### config.mk
export PLATFORM = sky130hd
export DESIGN_NAME = trap_ctrl
export DESIGN_NICKNAME = d
export VERILOG_FILES = /design/src/rtl/trap_ctrl.sv
export SDC_FILE = /design/constraint.sdc
export NUM_CORES = 1
export LEC_CHECK = 0
export BUFFER_PORTS_ARGS = -buffer_cell sky130_fd_sc_hd__buf_2
export CAP_MARGIN = 20
export CELL_PAD_IN_SITES_DETAIL_PLACEMENT = 0
export CELL_PAD_IN_SITES_GLOBAL_PLACEMENT = 1
export CORE_MARGIN = 2
export CORE_UTILIZATION = 41
export CTS_CLUSTER_SIZE = 30
export DETAILED_ROUTE_END_ITERATION = 12
export PLACE_DENSITY = 0.85
export SYNTH_ARGS = -nofsm -noshare
export SYNTH_HDL_FRONTEND = slang
export SYNTH_SLANG_ARGS = --single-unit
### constraint.sdc
create_clock -name clk -period 6.4 [get_ports clk]
set_clock_uncertainty 0.2 [all_clocks]
set_input_delay 0 -clock clk [delete_from_list [all_inputs] [get_ports clk]]
set_output_delay 0 -clock clk [all_outputs]
set_load 0.02 [all_outputs]
### src/rtl/trap_ctrl.sv
// Machine-mode trap controller: exception/interrupt arbitration, trap CSRs, flush/redirect, mret.
// Define TRAP_VECTORED_EN to enable vectored interrupt dispatch via mtvec[1:0]=01.
module trap_ctrl #(
   parameter int unsigned XLEN     = 32,
   parameter int unsigned NUM_EXC  = 16,
   parameter int unsigned NUM_IRQ  = 16,
   parameter int unsigned IRQ_SYNC = 1
) (
   input  logic               clk,
   input  logic               rst,
   input  logic [NUM_EXC-1:0] exc_flags,
   input  logic               exc_valid,
   input  logic [XLEN-1:0]    exc_pc,
   input  logic [XLEN-1:0]    exc_tval,
   input  logic [NUM_IRQ-1:0] irq,
   input  logic [XLEN-1:0]    irq_pc,
   input  logic               mret,
   input  logic               csr_we,
   input  logic [11:0]        csr_addr,
   input  logic [XLEN-1:0]    csr_wdata,
   output logic [XLEN-1:0]    csr_rdata,
   output logic               flush_req,
   input  logic               flush_ack,
   output logic               redirect,
   output logic [XLEN-1:0]    redirect_pc,
   output logic               busy
);

   localparam int unsigned EXC_W = (NUM_EXC > 1) ? $clog2(NUM_EXC) : 1;
   localparam int unsigned IRQ_W = (NUM_IRQ > 1) ? $clog2(NUM_IRQ) : 1;

   localparam logic [11:0] AddrMstatus = 12'h300;
   localparam logic [11:0] AddrMie     = 12'h304;
   localparam logic [11:0] AddrMtvec   = 12'h305;
   localparam logic [11:0] AddrMepc    = 12'h341;
   localparam logic [11:0] AddrMcause  = 12'h342;
   localparam logic [11:0] AddrMtval   = 12'h343;
   localparam logic [11:0] AddrMip     = 12'h344;

   typedef enum logic [1:0] {StIdle, StFlush, StRedirect, StRet} state_t;

   state_t state_q, state_d;

   logic               mstatus_mie_q, mstatus_mie_d;
   logic               mstatus_mpie_q, mstatus_mpie_d;
   logic [NUM_IRQ-1:0] mie_q, mie_d;
   logic [XLEN-1:0]    mtvec_q, mtvec_d;
   logic [XLEN-1:0]    mepc_q, mepc_d;
   logic [XLEN-1:0]    mcause_q, mcause_d;
   logic [XLEN-1:0]    mtval_q, mtval_d;

   logic [NUM_IRQ-1:0] irq_s;
   logic [NUM_IRQ-1:0] pending;
   logic [EXC_W-1:0]   exc_code;
   logic [IRQ_W-1:0]   irq_code;
   logic               exc_present;
   logic               exc_take;
   logic               irq_take;
   logic               mret_take;
   logic [XLEN-1:0]    mepc_rd;
   logic [XLEN-1:0]    trap_target;

   generate
      if (IRQ_SYNC != 0) begin : g_sync
         logic [NUM_IRQ-1:0] sync1_q, sync2_q;
         always_ff @(posedge clk) begin
            if (rst) begin
               sync1_q <= '0;
               sync2_q <= '0;
            end else begin
               sync1_q <= irq;
               sync2_q <= sync1_q;
            end
         end
         assign irq_s = sync2_q;
      end else begin : g_nosync
         assign irq_s = irq;
      end
   endgenerate

   assign pending = irq_s & mie_q & {NUM_IRQ{mstatus_mie_q}};

   // Downward scan leaves the lowest set index as the winner.
   always_comb begin
      exc_code = '0;
      for (int k = int'(NUM_EXC) - 1; k >= 0; k--) begin
         if (exc_flags[EXC_W'(k)]) exc_code = EXC_W'(k);
      end
   end

   always_comb begin
      irq_code = '0;
      for (int k = int'(NUM_IRQ) - 1; k >= 0; k--) begin
         if (pending[IRQ_W'(k)]) irq_code = IRQ_W'(k);
      end
   end

   assign exc_present = exc_valid && (|exc_flags);
   assign exc_take    = (state_q == StIdle) && exc_present;
   assign irq_take    = (state_q == StIdle) && !exc_present && (|pending);
   assign mret_take   = (state_q == StIdle) && mret && !exc_present && !(|pending);

   assign mepc_rd = {mepc_q[XLEN-1:2], 2'b00};

   always_comb begin
      trap_target = {mtvec_q[XLEN-1:2], 2'b00};
`ifdef TRAP_VECTORED_EN
      if ((mtvec_q[1:0] == 2'b01) && mcause_q[XLEN-1]) begin
         trap_target = {mtvec_q[XLEN-1:2], 2'b00} + (XLEN'(mcause_q[IRQ_W-1:0]) << 2);
      end
`endif
   end

   // FSM next state and outputs.
   always_comb begin
      state_d     = state_q;
      flush_req   = 1'b0;
      redirect    = 1'b0;
      redirect_pc = '0;
      unique case (state_q)
         StIdle: begin
            if (exc_take || irq_take) state_d = StFlush;
            else if (mret_take)       state_d = StRet;
         end
         StFlush: begin
            flush_req = 1'b1;
            if (flush_ack) state_d = StRedirect;
         end
         StRedirect: begin
            redirect    = 1'b1;
            redirect_pc = trap_target;
            state_d     = StIdle;
         end
         StRet: begin
            redirect    = 1'b1;
            redirect_pc = mepc_rd;
            state_d     = StIdle;
         end
         default: state_d = StIdle;
      endcase
   end

   assign busy = (state_q != StIdle);

   // CSR writes first; trap and mret updates then override the fields they own.
   always_comb begin
      mstatus_mie_d  = mstatus_mie_q;
      mstatus_mpie_d = mstatus_mpie_q;
      mie_d          = mie_q;
      mtvec_d        = mtvec_q;
      mepc_d         = mepc_q;
      mcause_d       = mcause_q;
      mtval_d        = mtval_q;

      if (csr_we) begin
         unique case (csr_addr)
            AddrMstatus: begin
               mstatus_mie_d  = csr_wdata[3];
               mstatus_mpie_d = csr_wdata[7];
            end
            AddrMie: mie_d = csr_wdata[NUM_IRQ-1:0];
            AddrMtvec: begin
`ifdef TRAP_VECTORED_EN
               mtvec_d = {csr_wdata[XLEN-1:2], (csr_wdata[1:0] == 2'b01) ? 2'b01 : 2'b00};
`else
               mtvec_d = {csr_wdata[XLEN-1:2], 2'b00};
`endif
            end
            AddrMepc:   mepc_d   = csr_wdata;
            AddrMcause: mcause_d = csr_wdata;
            AddrMtval:  mtval_d  = csr_wdata;
            default: ;
         endcase
      end

      if (exc_take) begin
         mcause_d       = XLEN'(exc_code);
         mepc_d         = exc_pc;
         mtval_d        = exc_tval;
         mstatus_mpie_d = mstatus_mie_q;
         mstatus_mie_d  = 1'b0;
      end else if (irq_take) begin
         mcause_d       = {1'b1, (XLEN-1)'(irq_code)};
         mepc_d         = irq_pc;
         mtval_d        = '0;
         mstatus_mpie_d = mstatus_mie_q;
         mstatus_mie_d  = 1'b0;
      end else if (mret_take) begin
         mstatus_mie_d  = mstatus_mpie_q;
         mstatus_mpie_d = 1'b1;
      end
   end

   always_ff @(posedge clk) begin
      if (rst) begin
         state_q        <= StIdle;
         mstatus_mie_q  <= 1'b0;
         mstatus_mpie_q <= 1'b0;
         mie_q          <= '0;
         mtvec_q        <= '0;
         mepc_q         <= '0;
         mcause_q       <= '0;
         mtval_q        <= '0;
      end else begin
         state_q        <= state_d;
         mstatus_mie_q  <= mstatus_mie_d;
         mstatus_mpie_q <= mstatus_mpie_d;
         mie_q          <= mie_d;
         mtvec_q        <= mtvec_d;
         mepc_q         <= mepc_d;
         mcause_q       <= mcause_d;
         mtval_q        <= mtval_d;
      end
   end

   always_comb begin
      csr_rdata = '0;
      unique case (csr_addr)
         AddrMstatus: csr_rdata = XLEN'({mstatus_mpie_q, 3'b000, mstatus_mie_q, 3'b000});
         AddrMie:     csr_rdata = XLEN'(mie_q);
         AddrMip:     csr_rdata = XLEN'(irq_s);
         AddrMtvec:   csr_rdata = mtvec_q;
         AddrMepc:    csr_rdata = mepc_rd;
         AddrMcause:  csr_rdata = mcause_q;
         AddrMtval:   csr_rdata = mtval_q;
         default:     csr_rdata = '0;
      endcase
   end

endmodule

* Word level (Yosys, flattened, before mapping) *
Cells that the tools add are included.

cells by class
  multiplexer cells = 44
  bitwise logic cells = 2
  equality and inequality tests = 12
  reductions and logical operators = 37

operators by type and width
  cell                                                    number
  2-to-1 mux 32 bit                                       11
  case mux 32 bit (7 select lines)                        1
  == test 12 x 10 -> 1 bit (second input constant)        7
  2-to-1 mux 4 bit                                        17
  case mux 32 bit (2 select lines)                        1
  AND 16 bit                                              2
  OR reduction 16 bit                                     2
  AND reduction 2 bit                                     10
  nonzero test 3 bit                                      4
  2-to-1 mux 1 bit                                        10
  nonzero test 2 bit                                      5
  nonzero test 4 bit                                      2
  logical AND 1 bit                                       7
  2-to-1 mux 2 bit                                        3
  case mux 2 bit (3 select lines)                         1
  == test 2 bit (second input constant)                   2
  OR reduction 2 bit                                      2
  inequality test 3 x 2 -> 1 bit (second input constant)  1
  OR reduction 3 bit                                      1
  == test 2 x 1 -> 1 bit (second input constant)          1
  logical NOT 1 bit                                       2
  logical NOT 2 bit                                       1
  inequality test 2 bit (second input constant)           1
  logical OR 1 bit                                        1

storage, ports and cells
  word-level logic and storage cells = 107
  register bits after elaboration = 178
  input bits = 178

* Longest topological paths before layout *
  word-level depth = 12
  mapped depth = 9
  mapped depth without buffers = 6

* Worst setup path before layout *
OpenSTA, ideal clock, no wires.

  path type = register to register
  start point = register g_sync.sync2_q[3]
  end point = register mtval_q[11]
  setup slack = 3.879 ns
  clock period less this slack = 2.521 ns
  data arrival time = 2.256 ns
  stages on the path, launching flop included = 9
  setup time = 0.064 ns
  data required time = 6.136 ns
  cell sequence = dfxtp_1 a22o_1 o41ai_1 a211oi_4 buf_2 nor2_1 buf_2 o221ai_1 nor2_1

between the ends
  cells in the longest elaborated chain, start to end = 6

RTL lines
  element                                                                    RTL line  source
  from (decl)                                                                65        logic [NUM_IRQ-1:0] sync1_q, sync2_q;
  from (signal assigned)                                                     72        sync2_q <= sync1_q;
  AND 16 bit (*) (2 in a row)                                                81        assign pending = irq_s & mie_q & {NUM_IRQ{mstatus_mie_q}};
  OR reduction 16 bit (*)                                                    100       assign irq_take = (state_q == StIdle) && !exc_present && (|pending);
  logical AND 1 bit (*)                                                      100
  nonzero test 3 bit (no line) / 2-to-1 mux 32 bit (equally long branches)   n/a
  AND reduction 2 bit (no line) / 2-to-1 mux 32 bit (equally long branches)  n/a
  to (signal assigned)                                                       212       mtval_q <= mtval_d;
  to (decl)                                                                  50        logic [XLEN-1:0] mtval_q, mtval_d;

Mark *: on every way between the ends. The rest lies on a longest branch, timed or not.
A chain may end at the register's enable or synchronous reset.

* Worst setup path in the final report *
  start point = input exc_flags[0]
  end point = register mepc_q[22]

between the ends
  cells in the longest elaborated chain, start to end = 7

RTL lines
  element                                                                    RTL line  source
  from (decl)                                                                11        input logic [NUM_EXC-1:0] exc_flags,
  OR reduction 16 bit (*)                                                    98        assign exc_present = exc_valid && (|exc_flags);
  logical AND 1 bit (*)                                                      98
  logical NOT 1 bit                                                          100
  logical AND 1 bit (2 in a row)                                             100
  nonzero test 3 bit (no line) / 2-to-1 mux 32 bit (equally long branches)   n/a
  AND reduction 2 bit (no line) / 2-to-1 mux 32 bit (equally long branches)  n/a
  to (signal assigned)                                                       210       mepc_q <= mepc_d;
  to (decl)                                                                  48        logic [XLEN-1:0] mepc_q, mepc_d;

Marks and branches as above.

==> run_results.csv <==
group,metric,value,unit
clock_tree,cts_tree,"done",
layout,finalNonFillerCells,1670,
yosys,netlist_area,8340,um^2
die,die_w,147,um
die,die_h,147,um
clock_tree,cts-resized-gates,0,
route,wirelength,31900,um
power,pwr_density_cell,229,nW/um^2
placed_design,gp_congestion,0.791,
yosys,synth.avg_cell_area,8.12,um^2
die,num_rows,52,
sta,period_share,65.7,%
job,max-cap-violations,0,
yosys,yosysSeqAreaShare,42.3,%
clock_tree,hold_buffers,170,
setup_path,worst_ep_arrival_time,4.38,ns
die,coreArea,20100,um^2
sta,fin_tns_setup,0,ns
route,viasPerCell,5.49,
sta,worstMarginPinSlew,1.05,ns
yosys,post-synth-top-area-cell,"dfxtp_1",
global_route,grt_max_degree,72,
route,dr.pass1.iters,7,
yosys,ys_async_sr_fraction,0,%
clock_tree,clock_latency,0.44,ns
setup_path,cp_slowest_cell,"o41ai_1",
global_route,grt_pass1_wl,49300,um
die,die-area,21500,um^2
route,drc,0,
layout,drive_gt1_share,21.6,%
route,dr_total_vias,9170,
yosys,synth_ff_type,"dfxtp_1",
clock_tree,clockRootBuffer,"clkbuf_16",
layout,fin_util,59.7,%
setup_path,crit_path_start_kind,"primary input",
placed_design,port_buffers,238,
clock_tree,cts_sinks,176,
sta,finalHoldViolations,0,
yosys,synth_cell_types,49,
global_route,grt_pass1_vias,9071,
yosys,ys_warn_count,0,
sta,period_needed,4.20,ns
yosys,synth.most_common_cell,"nand2_1",
placed_design,place_ws,2.56,ns
die,pin_count,245,
power,p_sw_share,27.2,%
layout,ff_latch_area,3520,um^2
setup_path,path_max_fanout,27,
power,power.leakage,4.84,nW
sta,setup_viol,0,
yosys,synthCells,1027,
clock_tree,clock_path_buffers,2,
setup_path,worst-endpoint-required,6.58,ns
power,p_clk_share,40.3,%
die,start_util,41.5,%
placed_design,dp_hpwl,19000,um
global_route,grt_overflow,0,
layout,multiInputGateArea,4350,um^2
clock_tree,cts_setup_buffers,0,
min_path,worstHoldPathType,"in2reg",
power,pwr-share-comb,16.4,%
layout,n_fill_cell,1769,
yosys,synth-edff-count,0,
placed_design,placedCellCount,1469,
sta,maxSlewViolCount,0,
power,switchingPower,0.748,mW
run_status,status,"completed",
layout,nNetsFinal,1566,
route,drtIter0Drc,898,
setup_path,critical_path_class,"in2reg",
power,vdd_drop_max,0.000171,V
yosys,ys_top_cells_by_count,"180 x nand2_1, 176 x dfxtp_1, 99 x nor2_1",
global_route,track_usage,29.1,%
layout,diodes,0,
route,post_drt_wl_per_cell,19.1,um
route,postRouteAntennaNets,0,
sta,fin_ws,2.20,ns
global_route,grt_antenna_before_repair,0,
yosys,synthTopCellsByArea,"dfxtp_1 42%, nand2_1 8.1%, nor2b_1 6.8%",
clock_tree,cts_buffers,17,
clock_tree,path_clk_slew,0.07,ns
sta,rsz0062_at_grt,"false",
sta,slew_headroom,29.6,%
clock_tree,htreeDepth,4,
yosys,synth-seq-cells,176,
setup_path,cp-end-kind,"register",
power,p_seq_share,43.3,%
sta,fmax,238,MHz
setup_path,crit_path_cell_trace,"dlygate4sd3_1 -> buf_2 -> or4_4 -> o41ai_1 -> nor2_4 -> buf_4 -> nor2_1 -> nand2_1 -> buf_4 -> o32ai_1 -> dlygate4sd3_1",
yosys,yosysTopAreaCellShare,42.3,%
layout,area_growth,44.0,%
setup_path,slowest_delay,0.76,ns
power,internal_power,2.00,mW
state kept, by name (all words and copies together) (netlist names):
| register | count |
|---|---|
| mtval_q | 32 |
| mie_q | 16 |
| mtvec_q | 30 |
| g_sync.sync1_q | 16 |
| mcause_q | 32 |
| g_sync.sync2_q | 16 |
| mstatus_mie_q | 1 |
| mstatus_mpie_q | 1 |
| mepc_q | 30 |
| state_q | 2 |
layout make-up:
cell class	instances	area share (%)
Timing Repair Buffer	429	25.4
Sequential cell	176	29.4
Tap cell	270	2.81
Clock inverter	13	1.47
Multi-Input combinational cell	732	36.3
Inverter	32	1.00
Clock buffer	18	3.66
kinds of logic after synthesis:
kind of cell | synth area share, %
simple gates | 23.9
compound gates | 23.7
flops | 42.3
buf+inv | 6.00
mux | 4.08
other cells | 0.0450
per-stage QoR:
stage | power (mW) | hold slack (ns) | instance area, um^2
2_1_floorplan | 1.41 | -0.0745 | 8340
3_3_place_gp | 1.55 | 0.0115 | 9690
3_5_place_dp | 1.56 | 0.0121 | 9690
4_1_cts | 2.74 | 0.0488 | 12000
5_1_grt | 2.84 | 0.0875 | 12000
6_report | 2.75 | 0.0476 | 12000
worst max-delay path, delay by kind of cell:
| kind | cells | cell delay, ns |
|---|---|---|
| simple gates | 4 | 1.47 |
| compound gates | 2 | 0.96 |
| buf+inv | 5 | 1.93 |
placed cells by master (no fill, tap or decap), types with 27 or more instances in the layout:
cell and n:
a21oi_1 82, nand2_1 179, buf_2 237, nor2_1 96
o32ai_1 27, mux2i_1 34, dlygate4sd3_1 170, inv_1 32
nand3_1 33, a211oi_1 29, o221ai_1 27, nor2b_1 91
dfxtp_1 175
worst paths after layout:
kind / depth (start not counted) / to / slack, ns / startpoint
hold reg to reg: 1 / g_sync.sync2_q[10] / 0.24 / g_sync.sync1_q[10]
setup reg to reg: 9 / mepc_q[22] / 2.57 / g_sync.sync2_q[3]
setup / recovery: 11 / mepc_q[22] / 2.20 / exc_flags[0]
hold / removal: 5 / mstatus_mie_q / 0.05 / csr_addr[2]
power by group through the flow:
stage / Sequential (mW) / Combinational [mW] / Clock (mW)
6_report: 1.19 / 0.450 / 1.11
3_5_place_dp: 1.21 / 0.345 / 0
3_3_place_gp: 1.21 / 0.340 / 0
5_1_grt: 1.20 / 0.485 / 1.16
4_1_cts: 1.19 / 0.441 / 1.11
2_1_floorplan: 1.20 / 0.206 / 0
routing by layer:
metal | track usage, % | up-vias | part of all wire, %
met4 | 9.76 | 0 | 2.1
li1 | - | 4386 | -
met2 | 49.5 | 413 | 48
met3 | 5.75 | 51 | 6.9
met5 | 0 | - | 0
met1 | 36.9 | 4320 | 43
Note: power is estimated with default switching activity, not from simulation.
